--- src/rtl/pipe_stage_reg.sv ---
// Inter-stage pipeline register: valid/PC/BD/exception/T_new fields plus opaque payload,
// with flush-to-vector, freeze and bubble actions. Define PIPE_STAGE_PERF_EN for perf counters.
module pipe_stage_reg #(
   parameter int          PAYLOAD_W    = 128,
   parameter int          TNEW_W       = 2,
   parameter int          EXC_W        = 5,
   parameter logic [31:0] RESET_PC     = 32'h0000_0000,
   parameter logic [31:0] EXC_VECTOR   = 32'h0000_4180,
   parameter bit          BUBBLE_CLEAR = 1'b1,
   parameter int          CNT_W        = 32
) (
   input  logic                 clk,
   input  logic                 reset,
   input  logic                 req_i,
   input  logic                 hold_i,
   input  logic                 stall_i,
   input  logic                 in_valid,
   input  logic [31:0]          in_pc,
   input  logic                 in_bd,
   input  logic [TNEW_W-1:0]    in_tnew,
   input  logic [EXC_W-1:0]     in_exc,
   input  logic [PAYLOAD_W-1:0] in_payload,
   output logic                 out_valid,
   output logic [31:0]          out_pc,
   output logic                 out_bd,
   output logic [TNEW_W-1:0]    out_tnew,
   output logic [EXC_W-1:0]     out_exc,
   output logic [PAYLOAD_W-1:0] out_payload,
   output logic [CNT_W-1:0]     bubble_cnt,
   output logic [CNT_W-1:0]     flush_cnt
);

   // Valid semantics: out_valid marks a real instruction in this stage; there is no
   // ready back-pressure, downstream freezes the stage with hold_i instead.
   logic [TNEW_W-1:0] tnew_dec;

   assign tnew_dec = (in_tnew == '0) ? '0 : in_tnew - TNEW_W'(1);

   always_ff @(posedge clk) begin
      if (reset) begin
         out_valid   <= 1'b0;
         out_pc      <= RESET_PC;
         out_bd      <= 1'b0;
         out_tnew    <= '0;
         out_exc     <= '0;
         out_payload <= '0;
      end else if (req_i) begin
         out_valid <= 1'b0;
         out_pc    <= EXC_VECTOR;
         out_bd    <= 1'b0;
         out_tnew  <= '0;
         out_exc   <= '0;
         if (BUBBLE_CLEAR) out_payload <= '0;
      end else if (hold_i) begin
         out_valid <= out_valid;
      end else if (stall_i) begin
         // PC and BD follow the stalled instruction so a later exception reports it correctly.
         out_valid <= 1'b0;
         out_pc    <= in_pc;
         out_bd    <= in_bd;
         out_tnew  <= '0;
         out_exc   <= '0;
         if (BUBBLE_CLEAR) out_payload <= '0;
      end else begin
         out_valid   <= in_valid;
         out_pc      <= in_pc;
         out_bd      <= in_bd;
         out_tnew    <= tnew_dec;
         out_exc     <= in_exc;
         out_payload <= in_payload;
      end
   end

`ifdef PIPE_STAGE_PERF_EN
   logic [CNT_W-1:0] bubble_q;
   logic [CNT_W-1:0] flush_q;

   always_ff @(posedge clk) begin
      if (reset) begin
         bubble_q <= '0;
         flush_q  <= '0;
      end else if (req_i) begin
         if (flush_q != '1) flush_q <= flush_q + CNT_W'(1);
      end else if (!hold_i && stall_i) begin
         if (bubble_q != '1) bubble_q <= bubble_q + CNT_W'(1);
      end
   end

   assign bubble_cnt = bubble_q;
   assign flush_cnt  = flush_q;
`else
   assign bubble_cnt = '0;
   assign flush_cnt  = '0;
`endif

endmodule

--- config.mk ---
export PLATFORM = sky130hd
export DESIGN_NAME = pipe_stage_reg
export DESIGN_NICKNAME = d
export VERILOG_FILES = /design/src/rtl/pipe_stage_reg.sv
export SDC_FILE = /design/constraint.sdc
export NUM_CORES = 1
export LEC_CHECK = 0
export BUFFER_PORTS_ARGS = -buffer_cell sky130_fd_sc_hd__buf_2
export CELL_PAD_IN_SITES_DETAIL_PLACEMENT = 0
export CELL_PAD_IN_SITES_GLOBAL_PLACEMENT = 1
export CORE_AREA = 2 2 160 162
export CTS_CLUSTER_DIAMETER = 40
export CTS_CLUSTER_SIZE = 14
export DETAILED_ROUTE_END_ITERATION = 16
export DIE_AREA = 0 0 162 164
export GPL_TIMING_DRIVEN = 0
export PLACE_DENSITY = 0.79
export SLEW_MARGIN = 10
export SYNTH_ARGS = -nofsm -noshare
export SYNTH_HDL_FRONTEND = slang
export SYNTH_SLANG_ARGS = --single-unit
--- constraint.sdc ---
create_clock -name clk -period 1.3 [get_ports clk]
set_input_delay 0.195 -clock clk [delete_from_list [all_inputs] [get_ports clk]]
set_output_delay 0.195 -clock clk [all_outputs]
set_load 0.05 [all_outputs]
==> impl_metrics.tcl <==
set metrics [dict create \
    vias 6701 \
    clk_pin_slew_ps 70 \
    max_stage_delay_ps 360 \
    cts_tree "yes" \
    synth_area_per_cell_um2 9.14 \
    post-route-period-util_pct 96.8 \
    area_delta_synth_final_pct 45.2 \
    met2_usage_pct 29.0 \
    place.gp.congestion 0.779 \
    grt_max_degree 17 \
    vias_per_cell 4.27 \
    ys_seq_elements 169 \
    critPathMaxFanout 2 \
    drcViolationCount 0 \
    worstPathArrival_ps 1060 \
    synth_cell_types 17 \
    synth_warnings 0 \
    grt_pass1_wl_um 35000 \
    finalHoldViolCount 0 \
    path_cells "buf_2" \
    routedWlPerCell_um 14.7 \
    startpoint "out_payload[5]" \
    start_util_pct 28.7 \
    cts_htree_levels 4 \
    fin_worst_skew_ps 0 \
    cts-root-buf "clkbuf_16" \
    maxSlewViolCount 0 \
    synthCells 778 \
    period_minus_slack_ps 1260 \
    clk_path_buf_depth 2 \
    rsz0062_at_grt "false" \
    leakagePower_nw 4.89 \
    path_buf_inv 1 \
    fmax_ghz 0.794 \
    clkLatencyLatePin_ps 430 \
    outcome "finished clean" \
    port_buffers 340 \
    slowest_stage "dfxtp_1" \
    numCtsBuffers 17 \
    design.core.area_um2 24800 \
    fin_tns_setup_ps 0 \
    holdWs_ps 22.3 \
    nets 1399 \
    antenna_cells 0 \
    min_from "in_pc[9]" \
    first_global_vias 6364 \
    drtIter0Drc 313 \
    cts_setup_buffers 0 \
    syn-cell-area_um2 7110 \
    cpLargestDelayFamily "flip-flops" \
    dieArea_um2 26600 \
    grt_util_met3_pct 4.85 \
    cp-end-kind "primary output" \
    grt-ovfl-total 0 \
    maxCapViolCount 0 \
    p_per_area_nw_per_um2 1230 \
    hold_path.class "in -> reg" \
    ios 407 \
    die_w_um 162 \
    top_usage_layer "met2" \
    peakVddDrop_uv 689 \
    setup_viol 0 \
    die_h_um 164 \
    track_usage_pct 16.7 \
    wirelength_um 23100 \
    start_kind "register" \
    grt_antenna_before_repair 0 \
    cp_data_required_time_ps 1110 \
    grt.met1_usage_pct 19.9 \
    place_hpwl_um 17500 \
    dr.pass1.iters 4 \
    drive_gt1_share_pct 44.6 \
    crit_type "reg -> out" \
    seq_area_frac_synth_pct 47.6 \
    rows 58 \
    clock-sinks 169 \
    r2r-start "out_pc[16]" \
    ant_nets 0 \
]
[kinds of logic after synthesis]
| group | share of synthesized area (%) |
|---|---|
| AO/OA/AOI/OAI | 9.78 |
| flip-flops | 47.6 |
| AND/OR/NAND/NOR | 25.6 |
| multiplexers | 4.64 |
| buffers and inverters | 12.3 |
| other | 0.0527 |
[registers in the layout, indices dropped and copies added (netlist names)]
register     flops
out_payload    128
out_pc          32
out_exc          5
out_tnew         2
out_bd           1
out_valid        1
[timing repair]
item	CTS	global route
resized for setup	3	5
cloned	0	0
setup endpoints to repair	3	5
hold buffers	25	0
endpoints found under the hold margin	27	0
[report_power, final]
| part | leakage, nW | internal (W) | switching (W) |
|---|---|---|---|
| Clock | 0.291 | 0.00290 | 0.00229 |
| Combinational | 3.23 | 0.000754 | 0.00141 |
| Sequential | 1.37 | 0.00530 | 0.0000601 |
[metrics by stage]
| stage | power, W | std cells | area [µm²] | setup slack [ps] | utilization (%) |
|---|---|---|---|---|---|
| final | 0.0127 | 1568 | 10300 | 41.3 | 41.6 |
| after detailed placement | 0.00758 | 1511 | 9460 | -157 | 38.1 |
| after floorplan | 0.00702 | 841 | 7350 | 179 | - |
| after CTS | 0.0129 | 1568 | 10300 | 6.56 | 41.6 |
| after global placement | 0.00758 | 1511 | 9460 | -169 | 38.1 |
| after global routing | 0.0132 | 1568 | 10300 | 1.42 | 41.6 |
[per-layer routing]
| layer | up-vias | wire, µm |
|---|---|---|
| met4 | 0 | 407 |
| met1 | 3057 | 9490 |
| met2 | 230 | 11500 |
| met3 | 23 | 1710 |
| li1 | 3391 | - |
| met5 | - | 0 |
[synth_stat cells]
library cell,count,area [µm²]
buf_1,1,3.75
mux2i_1,33,330
dfxtp_1,169,3380
or4b_1,1,10.0
conb_1,1,3.75
nor2_1,30,113
inv_1,1,3.75
buf_6,11,124
or3b_1,65,569
nand4bb_1,1,11.3
clkbuf_1,19,71.3
or3b_2,69,604
buf_2,34,170
buf_4,67,503
or2_2,1,6.26
nand2_1,136,510
a21oi_1,139,696
[path summary, 6_finish.rpt]
path / to / slack, ps / cells past startpoint
max: out_payload[5] / 40 / 1
min reg2reg: out_payload[117] / 460 / 2
min: out_pc[9] / 20 / 3
max reg2reg: out_pc[16] / 640 / 2
[final cells by class]
class	instances	area, µm²
plain buffers	132	872
clock buffers	19	433
clock inverters	13	158
fillers	2578	14500
inverters	1	3.75
multi-input cells	539	3090
flip-flops and latches	169	3380
well taps	330	413
repair buffers	365	1970
[cells in the final DEF (no fill, tap or decap), types with 25 or more instances in the layout]
master / Yosys / layout
or3b_1: 65 / 65
buf_2: 34 / 366
mux2i_1: 33 / 33
dfxtp_1: 169 / 169
conb_1: 1 / 64
or3b_2: 69 / 69
nand2_1: 136 / 136
dlygate4sd3_1: 0 / 25
nor2_1: 30 / 30
buf_4: 67 / 70
a21oi_1: 139 / 139
Power figures use the tool's default switching activity.
